--- src/rtl/mips_pkg.sv ---
// mips_pkg: shared types and constants for the memory arbiter slice.
//   arb_state_t    - arbiter FSM states (IDLE, BUSY, DONE)
//   arb_owner_t    - which core port owns the current memory access
//   ARB_ABORT_DATA - read data returned when the watchdog aborts an access
//   ARB_ADDR_W / ARB_DATA_W - default address and data widths
package mips_pkg;

    localparam int ARB_ADDR_W = 32;
    localparam int ARB_DATA_W = 32;

    localparam logic [31:0] ARB_ABORT_DATA = 32'hDEADBEEF;

    typedef enum logic [1:0] {
        IDLE = 2'd0,
        BUSY = 2'd1,
        DONE = 2'd2
    } arb_state_t;

    typedef enum logic {
        OWN_INSTR = 1'b0,
        OWN_DATA  = 1'b1
    } arb_owner_t;

endpackage

--- src/rtl/mem_arbiter_arb_select.sv ---
// arb_select: combinational grant decision between fetch and data ports.
// Optional build macro: MEM_ARBITER_RR_EN (round-robin on collisions).
// Ports:
//   i_req, d_req  - pending fetch / data requests
//   last_owner    - port served by the previous grant (used only with RR)
//   grant         - at least one request is pending
//   owner         - port selected for the next access
module arb_select
    import mips_pkg::*;
(
    input  logic       i_req,
    input  logic       d_req,
    input  arb_owner_t last_owner,
    output logic       grant,
    output arb_owner_t owner
);

`ifdef MEM_ARBITER_RR_EN
    // Collision: serve the port that was not served last; otherwise whoever asks.
    always_comb begin
        grant = i_req | d_req;
        owner = OWN_DATA;
        if (i_req && d_req) begin
            if (last_owner == OWN_DATA) begin
                owner = OWN_INSTR;
            end else begin
                owner = OWN_DATA;
            end
        end else if (d_req) begin
            owner = OWN_DATA;
        end else if (i_req) begin
            owner = OWN_INSTR;
        end else begin
            owner = OWN_DATA;
        end
    end
`else
    // History is irrelevant with fixed priority.
    logic unused_last_owner_s;
    assign unused_last_owner_s = last_owner;

    // Fixed priority: data always beats fetch.
    always_comb begin
        grant = i_req | d_req;
        owner = OWN_DATA;
        if (d_req) begin
            owner = OWN_DATA;
        end else if (i_req) begin
            owner = OWN_INSTR;
        end else begin
            owner = OWN_DATA;
        end
    end
`endif

endmodule

--- src/rtl/mem_arbiter.sv ---
// mem_arbiter: shares one single-port memory between the core's instruction
// fetch port and data load/store port. Requests are serialized through an
// IDLE -> BUSY -> DONE FSM; the DONE cycle carries a one-cycle ack pulse.
// Optional build macro: MEM_ARBITER_RR_EN (round-robin arbitration instead
// of fixed data-over-fetch priority).
// Ports:
//   clock, reset                    - clock, synchronous active-high reset
//   i_req/i_addr/i_rdata/i_ack/i_stall           - fetch port
//   d_req/d_we/d_addr/d_wdata/d_rdata/d_ack/d_stall - data port
//   err                             - pulses with the ack of an aborted access
//   mem_req/mem_we/mem_addr/mem_wdata/mem_rdata/mem_ready - memory side
module mem_arbiter
    import mips_pkg::*;
#(
    parameter int ADDR_W  = ARB_ADDR_W,
    parameter int DATA_W  = ARB_DATA_W,
    parameter int TIMEOUT = 255
) (
    input  logic              clock,
    input  logic              reset,
    input  logic              i_req,
    input  logic [ADDR_W-1:0] i_addr,
    output logic [DATA_W-1:0] i_rdata,
    output logic              i_ack,
    output logic              i_stall,
    input  logic              d_req,
    input  logic              d_we,
    input  logic [ADDR_W-1:0] d_addr,
    input  logic [DATA_W-1:0] d_wdata,
    output logic [DATA_W-1:0] d_rdata,
    output logic              d_ack,
    output logic              d_stall,
    output logic              err,
    output logic              mem_req,
    output logic              mem_we,
    output logic [ADDR_W-1:0] mem_addr,
    output logic [DATA_W-1:0] mem_wdata,
    input  logic [DATA_W-1:0] mem_rdata,
    input  logic              mem_ready
);

    localparam int CNT_W = (TIMEOUT > 0) ? $clog2(TIMEOUT + 1) : 1;
    localparam logic [CNT_W-1:0]  TIMEOUT_C = CNT_W'(TIMEOUT);
    localparam logic [CNT_W-1:0]  CNT_ONE   = CNT_W'(1);
    localparam logic [DATA_W-1:0] ABORT_C   = DATA_W'(ARB_ABORT_DATA);

    arb_state_t       state_r;
    arb_state_t       state_nxt_s;
    arb_owner_t       owner_r;
    arb_owner_t       sel_owner_s;
    arb_owner_t       last_owner_s;
    logic [CNT_W-1:0] cnt_r;
    logic             grant_s;
    logic             ready_s;
    logic             timeout_s;
    logic             issue_s;
    logic             finish_s;
    logic             abort_s;

    assign i_stall   = i_req & ~i_ack;
    assign d_stall   = d_req & ~d_ack;
    assign ready_s   = mem_req & mem_ready;
    assign timeout_s = (TIMEOUT != 0) && (cnt_r == TIMEOUT_C);

    arb_select u_arb_select (
        .i_req      (i_req),
        .d_req      (d_req),
        .last_owner (last_owner_s),
        .grant      (grant_s),
        .owner      (sel_owner_s)
    );

`ifdef MEM_ARBITER_RR_EN
    arb_owner_t last_owner_r;

    // Remember the most recently granted port so collisions alternate.
    always_ff @(posedge clock) begin
        if (reset) begin
            last_owner_r <= OWN_INSTR;
        end else if (issue_s) begin
            last_owner_r <= sel_owner_s;
        end else begin
            last_owner_r <= last_owner_r;
        end
    end

    assign last_owner_s = last_owner_r;
`else
    assign last_owner_s = OWN_INSTR;
`endif

    // FSM state register.
    always_ff @(posedge clock) begin
        if (reset) begin
            state_r <= IDLE;
        end else begin
            state_r <= state_nxt_s;
        end
    end

    // Next state: DONE never grants, so a req held through the ack is not re-issued.
    always_comb begin
        state_nxt_s = state_r;
        case (state_r)
            IDLE: begin
                if (grant_s) begin
                    state_nxt_s = BUSY;
                end else begin
                    state_nxt_s = IDLE;
                end
            end
            BUSY: begin
                if (ready_s || timeout_s) begin
                    state_nxt_s = DONE;
                end else begin
                    state_nxt_s = BUSY;
                end
            end
            DONE:    state_nxt_s = IDLE;
            default: state_nxt_s = IDLE;
        endcase
    end

    // Per-state control strobes; a ready in the timeout cycle wins over abort.
    always_comb begin
        issue_s  = 1'b0;
        finish_s = 1'b0;
        abort_s  = 1'b0;
        case (state_r)
            IDLE: begin
                if (grant_s) begin
                    issue_s = 1'b1;
                end else begin
                    issue_s = 1'b0;
                end
            end
            BUSY: begin
                if (ready_s) begin
                    finish_s = 1'b1;
                end else if (timeout_s) begin
                    abort_s = 1'b1;
                end else begin
                    finish_s = 1'b0;
                end
            end
            default: begin
                issue_s = 1'b0;
            end
        endcase
    end

    // Registered memory request, latched fields, wait counter, acks and read data.
    always_ff @(posedge clock) begin
        if (reset) begin
            mem_req   <= 1'b0;
            mem_we    <= 1'b0;
            mem_addr  <= '0;
            mem_wdata <= '0;
            i_rdata   <= '0;
            d_rdata   <= '0;
            i_ack     <= 1'b0;
            d_ack     <= 1'b0;
            err       <= 1'b0;
            owner_r   <= OWN_DATA;
            cnt_r     <= '0;
        end else begin
            i_ack <= 1'b0;
            d_ack <= 1'b0;
            err   <= 1'b0;
            if (issue_s) begin
                mem_req <= 1'b1;
                owner_r <= sel_owner_s;
                cnt_r   <= '0;
                if (sel_owner_s == OWN_DATA) begin
                    mem_we    <= d_we;
                    mem_addr  <= d_addr;
                    mem_wdata <= d_wdata;
                end else begin
                    mem_we    <= 1'b0;
                    mem_addr  <= i_addr;
                    mem_wdata <= '0;
                end
            end else if (finish_s || abort_s) begin
                mem_req <= 1'b0;
                err     <= abort_s;
                if (owner_r == OWN_DATA) begin
                    d_ack <= 1'b1;
                    if (abort_s) begin
                        d_rdata <= ABORT_C;
                    end else if (mem_we) begin
                        d_rdata <= '0;
                    end else begin
                        d_rdata <= mem_rdata;
                    end
                end else begin
                    i_ack <= 1'b1;
                    if (abort_s) begin
                        i_rdata <= ABORT_C;
                    end else begin
                        i_rdata <= mem_rdata;
                    end
                end
            end else if (state_r == BUSY) begin
                cnt_r <= cnt_r + CNT_ONE;
            end
        end
    end

endmodule

--- config.mk ---
export PLATFORM = sky130hd
export DESIGN_NAME = mem_arbiter
export DESIGN_NICKNAME = d
export VERILOG_FILES = /design/src/rtl/mips_pkg.sv /design/src/rtl/mem_arbiter_arb_select.sv /design/src/rtl/mem_arbiter.sv
export SDC_FILE = /design/constraint.sdc
export NUM_CORES = 1
export LEC_CHECK = 0
export CORE_MARGIN = 1
export CORE_UTILIZATION = 41
export CTS_BUF_LIST = sky130_fd_sc_hd__clkbuf_16
export CTS_CLUSTER_DIAMETER = 50
export DETAILED_ROUTE_END_ITERATION = 12
export GPL_TIMING_DRIVEN = 1
export MAX_ROUTING_LAYER = met4
export PLACE_DENSITY = 0.81
export SLEW_MARGIN = 20
export SYNTH_ARGS = -nofsm -noshare
export SYNTH_HDL_FRONTEND = slang
export SYNTH_HIERARCHICAL = 1
export SYNTH_SLANG_ARGS = --single-unit
--- constraint.sdc ---
create_clock -name clock -period 2 [get_ports clock]
set_input_delay 0.3 -clock clock [delete_from_list [all_inputs] [get_ports clock]]
set_output_delay 0.3 -clock clock [all_outputs]
set_load 0.03 [all_outputs]
==> key figures, run 1 <==
Route
  • Vias per cell: 5.22
  • 1st-pass router iterations: 4
  • Final WL: 16.5 mm
  • DR iter-0 viols: 354
  • Vias after detailed routing: 5,106
  • Post-route DRC violation count: 0
  • Wire per inst: 16.9 µm
  • DRT antenna net count: 0

Final layout
  • Nets: 925
  • Area growth syn-to-layout: 63.2%
  • Finished Cell Area: 9110 µm²
  • Most common cell after layout, fill and taps aside: clkdlybuf4s50_1
  • Commonest cells after routing, fill and taps aside: clkdlybuf4s50_1 (264), dfxtp_1 (144), nor2_1 (39), inv_1 (36)
  • Share of cells above drive strength 1: 15.3%
  • Utilization after layout: 68.8%
  • Fillers: 1,011
  • Ant. Diodes: 0
  • Multi-input gate area: 2330 µm²
  • FF+latch area: 2880 µm²

Setup path
  • Slowest-stage cell, CP: dfxtp_1
  • Worst Path Required: 2.31 ns
  • Startpoint types: flop
  • CP max stage delay: 0.36 ns
  • CP endpoint kind: flop
  • Flop2flop setup slack: 0.14 ns
  • CP Data Arrival Time: 2.17 ns
  • Cell Chain, Critical Path: ha_2, nand3_1, o21a_1, or2_2, buf_12, a221oi_1
  • Worst Path Max Fanout: 24
  • Critical Setup Path Class: reg2reg

CTS
  • H-tree levels: 4
  • Maximum root-to-sink buffer count: 2
  • CTS Buf Count: 17
  • Worst-path clk slew: 0.06 ns
  • Hold Buf Count CTS: 0
  • CTS tree: done
  • Clk sinks: 144
  • Root Driver: clkbuf_16
  • Clock latency on the worst-skew pair: 0.42 ns

Place
  • Detailed Place HPWL: 12.3 mm
  • Routability congestion estimate: 0.855
  • Buffers on Ports: 268
  • Dpl ws: -0.0373 ns
  • Cell Area, Placed: 8550 µm²

Global route
  • Grt ovf: 0
  • Largest net degree at the start of global routing: 54
  • First-pass GRT wire length: 25.7 mm
  • GRT Total Usage: 24.2%
  • Initial antenna violation count: 0
  • Vias in the first global route: 5,087

Die
  • Starting Density: 42.2%
  • Io pins: 269
  • # rows: 42
  • Core Box Area: 13,200 µm²
  • Die height: 119 µm
  • Die area: 14,100 µm²
  • Die X: 119 µm

Timing
  • Slew Limit Fails: 0
  • RSZ-0062 raised after global routing: no
  • Final Skew: 0.00560 ns
  • Max Freq: 537 MHz
  • Worst slew pin tran: 0.695 ns
  • Tmin final: 1.86 ns
  • Max_slew headroom: 53.6%
  • Fin Hold WS: 0.312 ns
  • Setup Viol. Count Final: 0
  • Period utilisation layout: 93.2%
  • Final Hold Fails: 0
  • Setup slack after layout: 0.136 ns

Power
  • Static Leak: 3.52 nW
  • Total power: 0.00762 W
  • Worst-case vdd ir drop: 612 µV
  • Power per cell area: 836 nW/µm²

Status
  • Outcome: complete, no violations

Synthesis
  • Syn Nets: 655
  • Yosys warns: 6
  • Post-Synthesis Cells: 520
  • Post-Syn Area: 5580 µm²
  • Post-Syn Area per Cell: 10.7 µm²

Job
  • Max Cap Violations: 0

Hold path
  • Worst min-delay path class: in2reg
-- through the flow --
stage | cells | TNS, ns
2_1_floorplan | 520 | 0
3_3_place_gp | 947 | 0
3_5_place_dp | 947 | -0.216
4_1_cts | 978 | 0
5_1_grt | 978 | 0
6_report | 978 | 0
-- area by class of cell --
cell class	instances	share of cell area [%]
Tap cell	176	2.42
Clock inverter	14	1.40
Multi-Input combinational cell	295	25.6
Sequential cell	144	31.6
Inverter	35	1.44
Timing Repair Buffer	297	32.8
Clock buffer	17	4.67
-- worst max-delay path: cells and delay by family, from the launching register on --
kind                     cells  cell delay [ns]
adder cells (fa/ha/maj)      1             0.22
flip-flops                   1             0.36
buffers and inverters        1             0.19
AND/OR/NAND/NOR              2             0.46
AO/OA/AOI/OAI                2             0.53
-- worst paths after layout --
check / startpoint / cells after the start / end
max reg2reg: cnt_r[0] / 6 / d_rdata[23]
max: cnt_r[0] / 6 / d_rdata[23]
min: reset / 3 / owner_r
min reg2reg: d_rdata[3] / 2 / d_rdata[3]
-- state kept, by name, summed over array words and instances (netlist names) --
register   cells
i_rdata       32
mem_addr      32
err            1
owner_r        1
i_ack          1
mem_req        1
mem_wdata     32
cnt_r          8
state_r        2
mem_we         1
d_rdata       32
d_ack          1
-- layer usage --
layer / track usage (%) / share of wire (%)
met1: 27.2 / 41
met2: 40.9 / 51
met3: 6.42 / 6.9
met4: 9.57 / 1.5
met5: - / 0
-- power breakdown --
group	total [W]	switching [W]	internal, W
clock network	0.00295	0.00115	0.00180
registers	0.00314	0.000104	0.00304
logic	0.00153	0.000777	0.000748
-- timing repair --
item | 4_1_cts | 5_1_grt
gates resized for setup | 0 | 1
setup buffers | 0 | 0
endpoints found under the setup margin | 0 | 2
No activity file was read; power rests on OpenSTA's default activity.
==> run 2, diff against run 1 <==
Settings changed: GPL_TIMING_DRIVEN 1 to 0, RECOVER_POWER set to 25.
==> run 2 against run 1 <==
Clock skew is 0.00081 ns higher. Wire length is 5.9% higher. Critical path type is now in2out. Clock-buffer cell count stayed put. Design area is 0.12% lower. Largest power group is now clock. Setup slack worse by 0.059 ns. Highest routed layer unchanged. Core utilization is 0.085 points lower. Critical path depth is 3 lower. Die area stayed put.
==> key figures, run 2 (same netlist as run 1, synthesis figures left out) <==
Status
  • Outcome: complete, no violations

Place
  • Buffers on Ports: 267
  • Cell Area, Placed: 8480 µm²
  • Dpl ws: -0.694 ns
  • Routability congestion estimate: 0.836
  • Detailed Place HPWL: 13.4 mm

Die
  • Die X: 119 µm
  • Die height: 119 µm
  • Io pins: 269
  • # rows: 42
  • Die area: 14,100 µm²
  • Core Box Area: 13,200 µm²
  • Starting Density: 42.2%

Timing
  • Final Hold Fails: 0
  • Fin Hold WS: 0.375 ns
  • Final Skew: 0.00641 ns
  • Period utilisation layout: 96.1%
  • Max Freq: 520 MHz
  • RSZ-0062 raised after global routing: no
  • Tmin final: 1.92 ns
  • Worst slew pin tran: 0.606 ns
  • Setup Viol. Count Final: 0
  • Setup slack after layout: 0.0774 ns
  • Max_slew headroom: 59.4%
  • Slew Limit Fails: 0

Final layout
  • Finished Cell Area: 9100 µm²
  • Share of cells above drive strength 1: 13.6%
  • Area growth syn-to-layout: 63.0%
  • Fillers: 1,020
  • Ant. Diodes: 0
  • Nets: 941
  • Commonest cells after routing, fill and taps aside: clkdlybuf4s50_1 (213), dfxtp_1 (144), dlygate4sd3_1 (54), nor2_1 (40), inv_1 (35)
  • Utilization after layout: 68.7%
  • Most common cell after layout, fill and taps aside: clkdlybuf4s50_1

Power
  • Power per cell area: 863 nW/µm²
  • Worst-case vdd ir drop: 561 µV
  • Static Leak: 3.68 nW

Setup path
  • CP max stage delay: 0.72 ns
  • Most common cell on crit path: clkdlybuf4s50_1
  • Cell Chain, Critical Path: clkdlybuf4s50_1, nor2b_1, clkdlybuf4s50_1
  • Worst Path Max Fanout: 3
  • Critical Path Source: d_req
  • Worst Path Required: 1.70 ns
  • Startpoint types: primary input
  • FF-to-FF path depth: 7
  • CP Data Arrival Time: 1.62 ns
  • Flop2flop setup slack: 0.10 ns
  • Critical Setup Path Class: in2out
  • CP endpoint: d_stall
  • R2R Path End: d_rdata[11]
  • R2r startpoint: cnt_r[0]
  • Slowest-stage cell, CP: clkdlybuf4s50_1
  • CP endpoint kind: primary output

Route
  • Post-route DRC violation count: 0
  • DRT antenna net count: 0
  • Vias per cell: 5.25
  • 1st-pass router iterations: 5
  • DR iter-0 viols: 283
  • Final WL: 17.5 mm
  • Wire per inst: 17.5 µm
  • Vias after detailed routing: 5,228

Global route
  • First-pass GRT wire length: 27.2 mm
  • Largest net degree at the start of global routing: 17
  • GRT Total Usage: 25.8%
  • Initial antenna violation count: 0
  • Vias in the first global route: 5,420
  • Grt ovf: 0

CTS
  • Clock latency on the worst-skew pair: 0.42 ns
  • Maximum root-to-sink buffer count: 2
  • Worst-path clk slew: 0.06 ns
  • CTS tree: done
  • H-tree levels: 4
  • CTS Buf Count: 17
  • Clk sinks: 144
  • Root Driver: clkbuf_16

Job
  • Max Cap Violations: 0

Hold path
  • Worst min-delay path class: in2reg
-- run 2: cell types whose count changed in the layout (fill, tap and decap cells not counted), sizes merged --
cell,previous run,this run
dlygate4sd3,0,54
clkdlybuf4s50,264,213
clkbuf,17,40
buf,33,23
bufinv,2,4
clkinv,9,10
clkinvlp,2,1
inv,36,35
-- run 2: cell type report --
| cell class | count | area [µm²] | share of cell area, % |
|---|---|---|---|
| plain buffers | 46 | 253 | 2.78 |
| multi-input cells | 295 | 2340 | 25.7 |
| clock buffers | 17 | 425 | 4.68 |
| flip-flops and latches | 144 | 2880 | 31.7 |
| clock inverters | 15 | 175 | 1.93 |
| repair buffers | 267 | 2670 | 29.4 |
| inverters | 35 | 131 | 1.44 |
| well taps | 176 | 220 | 2.42 |
-- run 2: worst min path at each step --
stage	startpoint	endpoint	slack, ns	depth (start not counted)
CTS	reset	d_rdata[31]	0.37	3
floorplan	d_wdata[0]	mem_wdata[0]	0.43	1
detailed placement	d_rdata[21]	d_rdata[21]	0.45	2
global placement	d_rdata[27]	d_rdata[27]	0.45	2
global route	reset	d_rdata[31]	0.40	3
finish	reset	d_rdata[31]	0.37	3
-- run 2: power by group --
group,internal (W),total (W),switching (W)
Sequential,0.00304,0.00313,0.0000954
Clock,0.00205,0.00323,0.00118
Combinational,0.000693,0.00149,0.000793
Total,0.00578,0.00785,0.00207
-- run 2: timing repair --
item | in CTS | in global routing
resized for setup | 3 | 5
cloned | 0 | 0
buffers inserted | 0 | 0
endpoints found under the setup margin | 62 | 87
hold buffers | 0 | 0
pin swaps | 0 | 0
-- run 2: routing by layer --
metal	GRT usage [%]	wire [µm]
met2	44.6	8830
met1	27.0	6800
met5	-	0
met4	11.9	530
met3	7.48	1300
-- run 2: through the flow --
step	std cells	total power, W	setup TNS (ns)
2_1_floorplan	520	0.00395	0
3_3_place_gp	963	0.00465	-39.70
3_5_place_dp	963	0.00469	-40.14
4_1_cts	995	0.00792	0
5_1_grt	995	0.00813	0
6_report	995	0.00785	0
-- run 2: worst max-delay path, delay by kind of cell --
kind,cells,cell delay [ns]
simple gates,1,0.13
buf+inv,2,1.20
